File: config.mk
export PLATFORM = sky130hd
export DESIGN_NAME = alu_op_sequencer
export DESIGN_NICKNAME = d
export VERILOG_FILES = /design/src/rtl/alu_op_sequencer.sv
export SDC_FILE = /design/constraint.sdc
export NUM_CORES = 1
export LEC_CHECK = 0
export BUFFER_PORTS_ARGS = -buffer_cell sky130_fd_sc_hd__buf_2
export CORE_UTILIZATION = 45
export CTS_BUF_LIST = sky130_fd_sc_hd__clkbuf_16
export DETAILED_ROUTE_END_ITERATION = 8
export PLACE_DENSITY = 0.73
export SYNTH_ARGS = -nofsm -noshare
export SYNTH_HDL_FRONTEND = slang
export SYNTH_SLANG_ARGS = --single-unit
File: constraint.sdc
create_clock -name clk -period 1.4 [get_ports clk]
set_input_delay 0.28 -clock clk [delete_from_list [all_inputs] [get_ports clk]]
set_output_delay 0.28 -clock clk [all_outputs]
set_load 0.01 [all_outputs]
File: src/rtl/alu_op_sequencer.sv
// Purpose: multi-cycle control FSM that steps one register-to-register ALU instruction through the shared bus/ALU datapath.
// Latency: done is high in the 4th cycle after the accepting start edge (5th for mul/div); one instruction in flight at a time.
// Backpressure: start is only sampled in IDLE; a start seen while busy (including DONE) is dropped, never queued.
module alu_op_sequencer #(
  parameter int REG_AW = 4,
  parameter int CNT_W  = 16
) (
  input  logic              clk,
  input  logic              clr,
  input  logic              start,
  input  logic [3:0]        op,
  input  logic [REG_AW-1:0] ra,
  input  logic [REG_AW-1:0] rb,
  input  logic [REG_AW-1:0] rc,
  output logic              busy,
  output logic              done,
  output logic              illegal,
  output logic              rd_en,
  output logic [REG_AW-1:0] rd_sel,
  output logic              y_in,
  output logic [3:0]        alu_select,
  output logic              zlo_out,
  output logic              zhi_out,
  output logic              wr_en,
  output logic [REG_AW-1:0] wr_sel,
  output logic              lo_in,
  output logic              hi_in,
  output logic [CNT_W-1:0]  op_count
);

  typedef enum logic [2:0] {
    S_IDLE   = 3'd0,
    S_LOAD_Y = 3'd1,
    S_EXEC   = 3'd2,
    S_WB_LO  = 3'd3,
    S_WB_HI  = 3'd4,
    S_DONE   = 3'd5
  } state_t;

  // Opcode classes. Anything not listed is rejected with an illegal pulse.
  function automatic logic is_legal(input logic [3:0] o);
    case (o)
      4'b0001, 4'b0010, 4'b0011, 4'b0101,
      4'b0110, 4'b0111, 4'b1000, 4'b1010,
      4'b1100, 4'b1101, 4'b1110, 4'b1111: is_legal = 1'b1;
      default:                             is_legal = 1'b0;
    endcase
  endfunction

  // Unary ops (neg, not) take only Y; no second operand is put on the bus.
  function automatic logic is_unary(input logic [3:0] o);
    is_unary = (o == 4'b1000) || (o == 4'b1010);
  endfunction

  // Wide ops (mul, div) produce a 64-bit result that goes to LO then HI.
  function automatic logic is_wide(input logic [3:0] o);
    is_wide = (o == 4'b0011) || (o == 4'b0101);
  endfunction

  state_t              state_q, state_d;
  logic [3:0]          op_q, op_d;
  logic [REG_AW-1:0]   ra_q, ra_d;
  logic [REG_AW-1:0]   rc_q, rc_d;
  logic [CNT_W-1:0]    cnt_q, cnt_d;

  logic                busy_q, busy_d;
  logic                done_q, done_d;
  logic                illegal_q, illegal_d;
  logic                rd_en_q, rd_en_d;
  logic [REG_AW-1:0]   rd_sel_q, rd_sel_d;
  logic                y_in_q, y_in_d;
  logic [3:0]          alu_select_q, alu_select_d;
  logic                zlo_out_q, zlo_out_d;
  logic                zhi_out_q, zhi_out_d;
  logic                wr_en_q, wr_en_d;
  logic [REG_AW-1:0]   wr_sel_q, wr_sel_d;
  logic                lo_in_q, lo_in_d;
  logic                hi_in_q, hi_in_d;

  // Next state plus the strobes of the state being entered, so every output is a flop.
  // Each state has at most one bus driver (rd_en, zlo_out or zhi_out), never two.
  always_comb begin
    state_d      = state_q;
    op_d         = op_q;
    ra_d         = ra_q;
    rc_d         = rc_q;
    cnt_d        = cnt_q;
    busy_d       = 1'b0;
    done_d       = 1'b0;
    illegal_d    = 1'b0;
    rd_en_d      = 1'b0;
    rd_sel_d     = '0;
    y_in_d       = 1'b0;
    alu_select_d = 4'b0000;
    zlo_out_d    = 1'b0;
    zhi_out_d    = 1'b0;
    wr_en_d      = 1'b0;
    wr_sel_d     = '0;
    lo_in_d      = 1'b0;
    hi_in_d      = 1'b0;

    case (state_q)
      S_IDLE: begin
        if (start) begin
          if (is_legal(op)) begin
            // rb is consumed immediately by the LOAD_Y strobes, so it needs no holding register.
            op_d     = op;
            ra_d     = ra;
            rc_d     = rc;
            state_d  = S_LOAD_Y;
            busy_d   = 1'b1;
            rd_en_d  = 1'b1;
            rd_sel_d = rb;
            y_in_d   = 1'b1;
          end else begin
            illegal_d = 1'b1;
          end
        end
      end

      S_LOAD_Y: begin
        state_d      = S_EXEC;
        busy_d       = 1'b1;
        alu_select_d = op_q;
        if (!is_unary(op_q)) begin
          rd_en_d  = 1'b1;
          rd_sel_d = rc_q;
        end
      end

      S_EXEC: begin
        state_d   = S_WB_LO;
        busy_d    = 1'b1;
        zlo_out_d = 1'b1;
        if (is_wide(op_q)) begin
          lo_in_d = 1'b1;
        end else begin
          wr_en_d  = 1'b1;
          wr_sel_d = ra_q;
        end
      end

      S_WB_LO: begin
        busy_d = 1'b1;
        if (is_wide(op_q)) begin
          state_d   = S_WB_HI;
          zhi_out_d = 1'b1;
          hi_in_d   = 1'b1;
        end else begin
          state_d = S_DONE;
          done_d  = 1'b1;
          cnt_d   = cnt_q + CNT_W'(1);
        end
      end

      S_WB_HI: begin
        state_d = S_DONE;
        busy_d  = 1'b1;
        done_d  = 1'b1;
        cnt_d   = cnt_q + CNT_W'(1);
      end

      S_DONE: begin
        state_d = S_IDLE;
      end

      default: begin
        state_d = S_IDLE;
      end
    endcase
  end

  // State, captured fields, counter and output strobes; clr wins over every transition.
  always_ff @(posedge clk) begin
    if (!clr) begin
      state_q      <= S_IDLE;
      op_q         <= 4'b0000;
      ra_q         <= '0;
      rc_q         <= '0;
      cnt_q        <= '0;
      busy_q       <= 1'b0;
      done_q       <= 1'b0;
      illegal_q    <= 1'b0;
      rd_en_q      <= 1'b0;
      rd_sel_q     <= '0;
      y_in_q       <= 1'b0;
      alu_select_q <= 4'b0000;
      zlo_out_q    <= 1'b0;
      zhi_out_q    <= 1'b0;
      wr_en_q      <= 1'b0;
      wr_sel_q     <= '0;
      lo_in_q      <= 1'b0;
      hi_in_q      <= 1'b0;
    end else begin
      state_q      <= state_d;
      op_q         <= op_d;
      ra_q         <= ra_d;
      rc_q         <= rc_d;
      cnt_q        <= cnt_d;
      busy_q       <= busy_d;
      done_q       <= done_d;
      illegal_q    <= illegal_d;
      rd_en_q      <= rd_en_d;
      rd_sel_q     <= rd_sel_d;
      y_in_q       <= y_in_d;
      alu_select_q <= alu_select_d;
      zlo_out_q    <= zlo_out_d;
      zhi_out_q    <= zhi_out_d;
      wr_en_q      <= wr_en_d;
      wr_sel_q     <= wr_sel_d;
      lo_in_q      <= lo_in_d;
      hi_in_q      <= hi_in_d;
    end
  end

  assign busy       = busy_q;
  assign done       = done_q;
  assign illegal    = illegal_q;
  assign rd_en      = rd_en_q;
  assign rd_sel     = rd_sel_q;
  assign y_in       = y_in_q;
  assign alu_select = alu_select_q;
  assign zlo_out    = zlo_out_q;
  assign zhi_out    = zhi_out_q;
  assign wr_en      = wr_en_q;
  assign wr_sel     = wr_sel_q;
  assign lo_in      = lo_in_q;
  assign hi_in      = hi_in_q;
  assign op_count   = cnt_q;

endmodule

Word-level counts from Yosys, hierarchy flattened
Memories as Yosys holds them, arrays and structs flattened.
Cells that the tools add are included.
{"block": "classes", "n_addsub": 1, "eq_ne": 11, "muxes": 22, "bitwise": 2, "n_reduce_logical": 14}
{"cell": "one-hot mux 16 bit (2 select lines)", "count": 1}
{"cell": "adder 16 x 1 -> 16 bit, second input constant", "count": 1}
{"cell": "2-to-1 mux 16 bit", "count": 1}
{"cell": "one-hot mux 3 bit (5 select lines)", "count": 1}
{"cell": "2-to-1 mux 4 bit", "count": 3}
{"cell": "AND reduction 2 bit", "count": 6}
{"cell": "2-to-1 mux 1 bit", "count": 10}
{"cell": "equality test 4 bit, second input constant", "count": 2}
{"cell": "one-hot mux 4 bit (2 select lines)", "count": 1}
{"cell": "equality test 3 x 2 -> 1 bit, second input constant", "count": 2}
{"cell": "2-to-1 mux 3 bit", "count": 2}
{"cell": "!= test 2 bit, second input constant", "count": 3}
{"cell": "one-hot mux 1 bit (2 select lines)", "count": 3}
{"cell": "AND reduction 3 bit", "count": 2}
{"cell": "equality test 4 x 2 -> 1 bit, second input constant", "count": 1}
{"cell": "equality test 4 x 3 -> 1 bit, second input constant", "count": 1}
{"cell": "OR reduction 4 bit", "count": 1}
{"cell": "equality test 3 x 1 -> 1 bit, second input constant", "count": 1}
{"cell": "equality test 3 bit, second input constant", "count": 1}
{"cell": "zero test 3 bit", "count": 1}
{"cell": "OR reduction 3 bit", "count": 1}
{"cell": "logical OR 1 bit", "count": 2}
{"cell": "inverter 1 bit", "count": 2}
{"cell": "nonzero test 2 bit", "count": 1}
{"block": "totals", "register_bits": 52, "mem_bits_ro": 16, "input_bits": 19, "out_inout_bits": 38, "elab_cells": 68, "memories": 1}
{"memory": "(name not given)", "depth": 16, "width": 1, "rd": 1, "rd_ports_with_merged_regs": 0, "wr": 0, "line": "42", "text": "case (o)"}

Longest topological paths before layout
An unclocked memory read counts as a cell.
{"block": "logic_depth", "depth_word": 6, "ltp_mapped": 7, "depth_no_buf": 6}

Least setup slack after synthesis
No wires, ideal clock.
{"block": "synth_path", "path_type": "register to register", "startpoint": "register op_q[1]", "endpoint": "register cnt_q[9] (netlist: op_count[9])", "setup_ps": 128, "arrival_ps": 1375, "required_ps": 1272, "slack_ps": -103, "stages_incl_launch_ff": 6, "path_buffers": 0, "period_less_slack_ps": 1503, "cell_sequence": "dfxtp_1 -> xnor2_1 -> o311ai_4 -> a2111oi_1 -> xnor2_1 -> nor2_1"}
{"block": "synth_via", "elab_chain_len": 4}
{"item": "start, declared", "line": "61", "text": "logic [3:0] op_q, op_d;"}
{"item": "start signal, assigned", "line": "196", "text": "op_q <= op_d;"}
{"item": "equality test 4 x 2 -> 1 bit or equality test 4 x 3 -> 1 bit (tied branches)", "line": "57", "text": "is_wide = (o == 4'b0011) || (o == 4'b0101);"}
{"item": "logical OR 1 bit *", "line": "57"}
{"item": "!= test 2 bit (no source line) *"}
{"item": "AND reduction 2 bit (no source line) *"}
{"item": "end signal, assigned", "line": "199", "text": "cnt_q <= cnt_d;"}
{"item": "end, declared", "line": "64", "text": "logic [CNT_W-1:0] cnt_q, cnt_d;"}
Every way passes the cells marked *; elsewhere a longest branch is shown, timed or not.
A chain may end at the register's enable or synchronous reset.

Final worst setup path
{"block": "layout_path", "startpoint": "register op_q[2]", "endpoint": "register cnt_q[13] (netlist: op_count[13])"}
Same word-level chain as after synthesis.

==> impl_metrics.yaml <==
outcome:
  outcome: "complete, but fails checks"
  violations: "negative setup slack"
setup_path:
  crit_required_ns: 1.62
  r2r_cells: 6
  rr_startpoint: "op_q[2]"
  cpPeakStageDelay_ns: 0.36
  crit_path_start_kind: "flip-flop"
  worstPathCellList: "xnor2_4 -> o311ai_4 -> buf_6 -> a211oi_4 -> nor3b_2 -> mux2i_1"
  reg2reg_slack_ns: -0.25
  worstPathMaxFanout: 4
  path_class: "flip-flop to flip-flop"
  crit_start: "op_q[2]"
  r2r_end: "op_count[13]"
  endpoint: "op_count[13]"
  endpoint_kind: "flip-flop"
  cpMaxStageDelayCell: "dfxtp_2"
  worstPathArrival_ns: 1.86
final_layout:
  finalNetCount: 347
  register_area_sq_mm: 0.001054
  area_growth_pct: 55.25
  n_antenna_cell: 0
  utilization_pct: 75.01
  fill_cells: 282
  final_common_cell: "buf_2"
  final_layout_size_suffix_gt1_share_pct: 47.56
  final_cell_mix: "buf_2, dfxtp_1, nand2_1, buf_4, nor2_1"
  multi_input_area_sq_mm: 0.001064
min_path:
  hp-class: "primary input to flip-flop"
  hold_start: "ra[2]"
  min_path_cells: 3
routing:
  dr.first_iter.drc_count: 151
  via_per_inst: 5.257
  ant_nets: 0
  wl_mm: 5.673
  post-route-drc-count: 0
  drtPass1Iterations: 4
  wl_per_cell_microns: 15.01
  vias: 1987
synth:
  yosysWarnings: 0
  netlist-cell-type-count: 35
  synth_area_per_cell_sq_um: 8.916
  ys_ff_latch: 52
  syn_nets: 243
  synth-seq-area-share_pct: 52.36
  synth_area_sq_mm: 0.001988
  netlist_instances: 223
power:
  p_per_area_mw_per_mm2: 1253
  p_seq_share_pct: 42.6
  p_comb_share_pct: 22.5
  internal_power_uw: 2835
  p_switching_uw: 1034
  switching_share_pct: 26.72
  power_frac_clock_pct: 35.0
  vdd_drop_max_v: 0.0007486
  total_leakage_power_uw: 0.001359
  p_total_uw: 3868
cts:
  clk_latency_ns: 0.29
  cts_max_level: 2
  numCtsBuffers: 5
  cts_tree: "done"
  root_buffer: "clkbuf_16"
  clk_pin_slew_worst_paths_ns: 0.07
  cts_sinks: 52
  cts_buffer_depth: 2
sta:
  finalCriticalPeriod_ns: 1.649
  skew_ns: 0.003514
  timing.final.ws_setup_ns: -0.2495
  finalMaxSlewViolations: 0
  finalHoldViolCount: 0
  finalSetupViolations: 20
  rsz0062_at_grt: "true"
  tightest_slew_ns: 0.5735
  max_slew_margin_pct: 61.47
  fmax_ghz: 0.6062
  period_share_pct: 117.8
job:
  timing.max_cap.violations: 0
grt:
  grt_max_degree: 23
  first_global_vias: 1804
  track_usage_pct: 24.55
  grt_pass1_wl_mm: 8.280
  antenna_found_initial: 0
  grt-ovfl-total: 0
floorplan:
  num_io_pins: 57
  coreArea_sq_mm: 0.004115
  die_h_microns: 68.47
  die_w_microns: 68.47
  start_util_pct: 48.31
  die_area_sq_mm: 0.004688
  fp-row-count: 23
place:
  place_congestion: 0.8398
  dp.final_hpwl_mm: 3.085
  io_buffer_count: 56
==> how the worst min path moves through the flow <==
stage,to
2_1_floorplan,ra_q[0]
3_3_place_gp,wr_sel[0]
3_5_place_dp,ra_q[0]
4_1_cts,ra_q[0]
5_1_grt,rc_q[0]
6_report,ra_q[2]
==> worst max-delay path, delay by kind of cell, from the launching register on <==
family                 cells  cell delay, ns
AO/OA/AOI/OAI              2            0.38
AND/OR/NAND/NOR            1            0.24
multiplexers               1            0.21
flip-flops                 1            0.36
buffers and inverters      1            0.17
XOR/XNOR                   1            0.21
==> cell usage after synthesis, drive strengths merged <==
| master | count | area [sq um] |
|---|---|---|
| a2111oi | 4 | 43.79 |
| a211oi | 4 | 30.03 |
| a21oi | 20 | 100.1 |
| a22oi | 4 | 30.03 |
| a31oi | 1 | 6.260 |
| and2 | 5 | 31.28 |
| and2b | 1 | 8.760 |
| and3 | 3 | 18.77 |
| and4 | 2 | 17.52 |
| and4b | 1 | 10.01 |
| buf | 4 | 22.52 |
| clkbuf | 6 | 22.52 |
| dfxtp | 52 | 1041 |
| ha | 1 | 12.51 |
| inv | 7 | 26.27 |
| mux2i | 4 | 40.04 |
| nand2 | 43 | 161.4 |
| nand2b | 4 | 25.02 |
| nand3 | 8 | 40.04 |
| nand4 | 1 | 6.260 |
| nand4b | 1 | 8.760 |
| nor2 | 24 | 90.09 |
| nor3 | 3 | 15.01 |
| nor3b | 1 | 7.510 |
| nor4b | 1 | 8.760 |
| o21a | 2 | 15.01 |
| o21ai | 1 | 5.000 |
| o311ai | 1 | 26.28 |
| or2 | 2 | 12.52 |
| xnor2 | 12 | 105.1 |
==> through the flow <==
stage | cells | area (sq um) | worst slack [ns] | TNS [ns] | hold slack [ns]
2_1_floorplan | 223 | 2039 | -0.05414 | -0.5009 | 0.4160
4_1_cts | 372 | 2924 | -0.1106 | -0.4646 | 0.2214
3_5_place_dp | 358 | 2626 | -0.2520 | -2.122 | 0.4423
5_1_grt | 378 | 3087 | -0.2756 | -2.803 | 0.2358
3_3_place_gp | 358 | 2626 | -0.1595 | -1.711 | 0.4337
6_report | 378 | 3087 | -0.2495 | -1.644 | 0.2227
==> final cells by class <==
| cell class | count | area share [%] |
|---|---|---|
| clock buffers | 5 | 4.054 |
| clock inverters | 3 | 1.257 |
| inverters | 7 | 0.8512 |
| multi-input cells | 154 | 34.45 |
| flip-flops and latches | 52 | 34.13 |
| well taps | 50 | 2.027 |
| repair buffers | 107 | 23.23 |
==> metal layers <==
metal	global-route usage [%]	up-vias	part of all wire, %
met5	0	-	0
met4	12.24	0	2.3
met3	6.167	14	6.2
met2	40.56	83	49
met1	29.25	933	43
li1	-	957	-
==> power groups by stage <==
stage | registers, uW | logic [uW] | clock network, uW
6_report | 1650 | 869 | 1350
5_1_grt | 1650 | 928 | 1430
4_1_cts | 1630 | 707 | 1370
3_5_place_dp | 1660 | 619 | 0
3_3_place_gp | 1660 | 610 | 0
2_1_floorplan | 1700 | 302 | 0
==> repair_timing <==
action,CTS,global route
gates cloned,0,1
hold buffers,0,0
buffers inserted,6,5
pin swaps,13,9
resized for setup,17,34
endpoints found under the setup margin,19,39
==> sequential cells by signal, summed over array words and instances, names as in the netlist <==
name	count
done	1
state_q	3
rd_sel	4
ra_q	4
lo_in	1
y_in	1
hi_in	1
rd_en	1
alu_select	4
op_count	16
zlo_out	1
illegal	1
wr_en	1
busy	1
wr_sel	4
op_q	4
rc_q	4
==> kinds of logic after synthesis <==
| group | count (synthesis) | share of synthesized area, % |
|---|---|---|
| AND/OR/NAND/NOR | 100 | 23.22 |
| flip-flops | 52 | 52.36 |
| AO/OA/AOI/OAI | 37 | 12.90 |
| buffers and inverters | 17 | 3.587 |
| XOR/XNOR | 12 | 5.286 |
| multiplexers | 4 | 2.014 |
| adder cells (fa/ha/maj) | 1 | 0.6292 |
Note: power is estimated with default switching activity, not from simulation.
